$ cat src/rtl/elelock_pkg.sv
// Shared types and helpers for the N-digit ten-key lock.
// Digits are BCD nibbles; keys arrive as a 10-bit one-per-key vector.
package elelock_pkg;

  localparam int DIGIT_W = 4;

  typedef enum logic [1:0] {
    LOCKED   = 2'd0,
    UNLOCKED = 2'd1,
    PROGRAM  = 2'd2,
    LOCKOUT  = 2'd3
  } state_t;

  function automatic logic is_onehot10(input logic [9:0] k);
    logic [3:0] n;
    n = '0;
    for (int i = 0; i < 10; i++) begin
      n = n + {3'b000, k[i]};
    end
    return (n == 4'd1);
  endfunction

  function automatic logic [DIGIT_W-1:0] onehot_to_bcd(input logic [9:0] k);
    logic [DIGIT_W-1:0] d;
    d = '0;
    for (int i = 0; i < 10; i++) begin
      if (k[i]) d = DIGIT_W'(i);
    end
    return d;
  endfunction

endpackage

$ cat src/rtl/elelock_keyin.sv
// Ten-key front end: flags a fresh single-key press and encodes it to BCD.
// A press counts only when the previous sample was all-released.
module elelock_keyin
  import elelock_pkg::*;
(
  input  logic               ck,
  input  logic               reset_n,
  input  logic [9:0]         tenkey,
  output logic               key_valid,
  output logic [DIGIT_W-1:0] key_digit
);

  logic [9:0] tk_q;

  always_ff @(posedge ck) begin
    if (!reset_n) tk_q <= '0;
    else          tk_q <= tenkey;
  end

  assign key_valid = is_onehot10(tenkey) && (tk_q == '0);
  assign key_digit = onehot_to_bcd(tenkey);

endmodule

$ cat src/rtl/elelock_multi.sv
// N-digit electronic lock with failed-attempt lockout and in-field
// reprogramming of the code while the bolt is retracted.
module elelock_multi
  import elelock_pkg::*;
#(
  parameter int          DIGITS       = 4,
  parameter logic [31:0] DEFAULT_CODE = 32'h0000_6494,
  parameter int          MAX_FAIL     = 3,
  parameter int          LOCKOUT_CYC  = 64
) (
  input  logic       ck,
  input  logic       reset_n,
  input  logic [9:0] tenkey,
  input  logic       close,
  input  logic       prog,
  output logic       lock,
  output logic       lockout,
  output logic       prog_busy,
  output logic [3:0] digit_cnt
);

  localparam int CODE_W = DIGITS * DIGIT_W;
  localparam int BUF_W  = (DIGITS - 1) * DIGIT_W;
  localparam int FAIL_W = $clog2(MAX_FAIL + 1);
  localparam int LO_W   = (LOCKOUT_CYC > 1) ? $clog2(LOCKOUT_CYC) : 1;

  localparam logic [FAIL_W-1:0] FAIL_MAX = FAIL_W'(MAX_FAIL);
  localparam logic [LO_W-1:0]   LO_LOAD  = LO_W'(LOCKOUT_CYC - 1);
  localparam logic [3:0]        LAST_IDX = 4'(DIGITS - 1);

  state_t              state;
  logic [BUF_W-1:0]    entry_buf;
  logic [CODE_W-1:0]   code;
  logic [CODE_W-1:0]   entered;
  logic [FAIL_W-1:0]   fail_cnt;
  logic [FAIL_W-1:0]   fail_next;
  logic [LO_W-1:0]     lo_cnt;
  logic                key_valid;
  logic [DIGIT_W-1:0]  key_digit;
  logic                last_digit;

  elelock_keyin u_keyin (
    .ck        (ck),
    .reset_n   (reset_n),
    .tenkey    (tenkey),
    .key_valid (key_valid),
    .key_digit (key_digit)
  );

  // The completing digit is compared straight from the key path, so only
  // DIGITS-1 earlier digits ever need to be held.
  assign entered    = {entry_buf, key_digit};
  assign last_digit = key_valid && (digit_cnt == LAST_IDX);
  assign fail_next  = (fail_cnt == FAIL_MAX) ? fail_cnt : fail_cnt + 1'b1;

  always_ff @(posedge ck) begin
    if (!reset_n) begin
      state     <= LOCKED;
      lock      <= 1'b1;
      lockout   <= 1'b0;
      prog_busy <= 1'b0;
      digit_cnt <= '0;
      fail_cnt  <= '0;
      lo_cnt    <= '0;
      code      <= DEFAULT_CODE[CODE_W-1:0];
      entry_buf <= '0;
    end else begin
      case (state)
        LOCKED: begin
          if (last_digit) begin
            digit_cnt <= '0;
            entry_buf <= '0;
            if (entered == code) begin
              state    <= UNLOCKED;
              lock     <= 1'b0;
              fail_cnt <= '0;
            end else begin
              fail_cnt <= fail_next;
              if (fail_next == FAIL_MAX) begin
                state   <= LOCKOUT;
                lockout <= 1'b1;
                lo_cnt  <= LO_LOAD;
              end
            end
          end else if (key_valid) begin
            entry_buf <= entered[BUF_W-1:0];
            digit_cnt <= digit_cnt + 4'd1;
          end
        end

        UNLOCKED: begin
          if (close) begin
            state     <= LOCKED;
            lock      <= 1'b1;
            digit_cnt <= '0;
            entry_buf <= '0;
          end else if (prog) begin
            state     <= PROGRAM;
            prog_busy <= 1'b1;
            digit_cnt <= '0;
            entry_buf <= '0;
          end
        end

        // Abort on close keeps the previous code untouched.
        PROGRAM: begin
          if (close) begin
            state     <= LOCKED;
            lock      <= 1'b1;
            prog_busy <= 1'b0;
            digit_cnt <= '0;
            entry_buf <= '0;
          end else if (last_digit) begin
            state     <= UNLOCKED;
            code      <= entered;
            prog_busy <= 1'b0;
            digit_cnt <= '0;
            entry_buf <= '0;
          end else if (key_valid) begin
            entry_buf <= entered[BUF_W-1:0];
            digit_cnt <= digit_cnt + 4'd1;
          end
        end

        LOCKOUT: begin
          if (lo_cnt == '0) begin
            state     <= LOCKED;
            lockout   <= 1'b0;
            fail_cnt  <= '0;
            digit_cnt <= '0;
            entry_buf <= '0;
          end else begin
            lo_cnt <= lo_cnt - 1'b1;
          end
        end

        default: begin
          state <= LOCKED;
          lock  <= 1'b1;
        end
      endcase
    end
  end

endmodule
$ cat config.mk
export PLATFORM = sky130hd
export DESIGN_NAME = elelock_multi
export DESIGN_NICKNAME = d
export VERILOG_FILES = /design/src/rtl/elelock_pkg.sv /design/src/rtl/elelock_keyin.sv /design/src/rtl/elelock_multi.sv
export SDC_FILE = /design/constraint.sdc
export NUM_CORES = 1
export LEC_CHECK = 0
export ABC_AREA = 1
export CORE_MARGIN = 3
export CORE_UTILIZATION = 35
export CTS_BUF_LIST = sky130_fd_sc_hd__clkbuf_8 sky130_fd_sc_hd__clkbuf_16
export DETAILED_ROUTE_END_ITERATION = 10
export HOLD_SLACK_MARGIN = 0.08
export RECOVER_POWER = 50
export SYNTH_ARGS = -nofsm -noshare
export SYNTH_HDL_FRONTEND = slang
export SYNTH_SLANG_ARGS = --single-unit
$ cat constraint.sdc
create_clock -name ck -period 10.9 [get_ports ck]
set_input_delay 1.635 -clock ck [delete_from_list [all_inputs] [get_ports ck]]
set_output_delay 1.635 -clock ck [all_outputs]
set_load 0.05 [all_outputs]
==> results by group <==
Floorplanning
  • Die X: 99.36 µm
  • Die area: 0.009871 mm²
  • CORE AREA: 0.008341 mm²
  • Num rows: 33
  • Die span in y: 99.36 µm
  • Starting Density: 36.57%
  • I/O pin cnt: 21

Global route
  • Vias in the first global route: 2375
  • Largest net degree at the start of global routing: 33
  • First-pass GRT wire length: 10540 µm
  • GR Overflow Total: 0
  • Antenna violations before repair: 0
  • Overall Global Routing Usage: 12.88%

Yosys
  • Synth area leader: dfxtp_1
  • Post-synth top area share: 36.10%
  • Portion of netlist area occupied by mux cells: 0%
  • XOR/XNOR Fraction of Synth Area: 0.8614%
  • #FFs+latches synth: 55
  • Avg Inst Size Synth: 7.194 µm²
  • Yosys cell types: 36
  • Sequential area share after synthesis: 36.10%
  • Post-Synth Simple-Gate Area: 30.31%
  • Synth Area in Compound Gates: 12.67%
  • Main combinational cell family by area after synthesis: simple AND/OR/NAND/NOR gates
  • Most used DFF post-synth: dfxtp_1
  • Number of synthesized flops with an enable pin: 0
  • Synth area leaders: dfxtp_1, nand2_1, inv_1, nor2_1, ha_1
  • Post-Syn Area: 0.003050 mm²
  • Adder-cell area share of the yosys netlist: 8.860%
  • Post-synthesis cell count: 424
  • Synth Net Count: 456
  • Synth async-reset ratio: 0%
  • Ys Warns: 0

Layout
  • Seq. cell area: 0.001101 mm²
  • Most common cell after layout, fill and taps aside: nand2_1
  • Fin util: 40.31%
  • FILL cells: 876
  • Most frequent cells in the layout: nand2_1, inv_1, nor2_1, dfxtp_1, a21oi_1
  • Number of diodes: 0
  • Fin nets: 475
  • Layout area overhead: 10.21%
  • Layout cell share with drive strength beyond 1: 4.289%
  • Area taken by multi-input logic gates: 0.001538 mm²

CTS
  • Post-CTS sizing: 0
  • CTS buffer count: 5
  • Post-CTS Hold Fix Bufs: 0
  • Clock sinks: 55
  • Setup repair bufs after CTS: 0
  • Worst-path clk slew: 90 ps
  • Clock Latency Late Sink: 310 ps
  • CTS tree: done
  • CTS root buffer: clkbuf_8
  • H-tree depth: 2
  • Max clock buf depth: 2

Timing
  • Final min period: 7283 ps
  • Worst Skew: 5.056 ps
  • Final Setup Violations: 0
  • Post-route setup slack: 3617 ps
  • Fin crit share: 66.82%
  • Hold_ws: 474.1 ps
  • Final Hold Vio Count: 0
  • Slew @ Worst Pin: 2234 ps
  • Slew HR: -50.49%
  • Peak Freq: 137.3 MHz
  • Post-route setup TNS: 0 ps
  • RSZ-0062 raised after global routing: no
  • Fin. max-slew vios: 17

Placed design
  • Port Buffers: 20
  • DP Wirelength: 4350 µm
  • Post-Place Worst Slack: 4499 ps
  • Routability cong.: 0.8403

Drt
  • Remaining antenna violation count after routing: 0
  • Final wirelength: 5812 µm
  • Detailed Route Iter0 Violations: 75
  • Post-route DRC: 0
  • Vias/cell: 4.630
  • Vias: 2537
  • 1st-pass router iterations: 4
  • WL/cell: 10.61 µm

Critical path
  • FF-to-FF path depth: 10
  • Crit Path Class: in2reg
  • Worst setup SP type: primary input
  • Req. time, crit path: 11000 ps
  • CP arrival: 7380 ps
  • Critical Path Fanout Max: 16
  • CP Capture Type: flop

Outcome
  • Status: finished with violations
  • Violated checks: max-capacitance violations, max-slew violations

Power
  • Total power: 0.3868 mW
  • Peak VDD IR: 0.00005300 V
  • PD cells: 115.1 mW/mm²
  • Leak pwr: 1.523 nW

Worst hold path
  • Hold crit path type: reg2reg
  • WHS Path Cells: 2

Run
  • Total of max-cap violations: 1
## flip-flops by register name (all words and copies together), names as in the netlist
signal	flops
prog_busy	1
lock	1
lockout	1
digit_cnt	4
entry_buf	12
code	16
lo_cnt	6
fail_cnt	2
state	2
u_keyin.tk_q	10
## critical path: stages
cell and delay, ps:
dlygate4sd3_1 570, ha_1 280, inv_1 40, fa_1 450, fa_1 510, fa_1 410, inv_1 80, fa_1 180
inv_1 60, fa_1 480, inv_1 40, nor2_1 60, o21ai_0 80, nor2_1 100, nand2_1 60, nor2_1 130
nand3_1 140, nand2_1 190, nand2_1 90, o21ai_0 1680, nor3b_1 120
## metal layers
| layer | vias up | wire length [µm] | share of wire [%] | GRT usage [%] |
|---|---|---|---|---|
| met5 | - | 0 | 0 | 0 |
| met3 | 5 | 173 | 3.0 | 2.665 |
| met4 | 0 | 75 | 1.3 | 3.782 |
| li1 | 1357 | - | - | - |
| met1 | 1141 | 2798 | 48 | 16.86 |
| met2 | 34 | 2764 | 48 | 21.44 |
## metrics by stage
stage                     instance area [µm²]  std cells
after floorplan                          3050        424
after global placement                   3333        541
after detailed placement                 3333        541
after CTS                                3436        548
after global routing                     3362        548
final                                    3362        548
## area by class of cell
type / instances / area share [%]
Clock inverter: 2 / 1.005
Tap cell: 105 / 3.908
Inverter: 76 / 8.485
Multi-Input combinational cell: 284 / 45.74
Timing Repair Buffer: 21 / 6.066
Clock buffer: 5 / 2.047
Sequential cell: 55 / 32.75
## final timing paths
check,start,endpoint,slack [ps]
worst min-delay path,lock$_SDFFE_PN1P_,lock$_SDFFE_PN1P_,470
worst min register to register,lock$_SDFFE_PN1P_,lock$_SDFFE_PN1P_,470
worst max register to register,u_keyin.tk_q[9]$_SDFF_PN0_,digit_cnt[3]$_SDFFE_PN0P_,7680
worst max-delay path,tenkey[1],digit_cnt[3]$_SDFFE_PN0P_,3620
## cells in the mapped netlist, types with 4 or more instances
cell      number
a211oi_1      10
a21oi_1       24
dfxtp_1       55
fa_1           6
ha_1          12
inv_1         75
nand2_1      103
nand3_1       13
nand3_2        4
nand4_1        7
nor2_1        54
o21ai_0       20
## power by group
group          internal, mW  switching, mW
sequential            0.204        0.00165
clock                0.0665         0.0643
combinational        0.0206         0.0294
## kinds of logic after synthesis
kind of cell	Yosys count
compound gates	64
xor+xnor	3
fa+ha+maj	18
buf+inv	85
flops	55
simple gates	199
No activity file was read; power rests on OpenSTA's default activity.
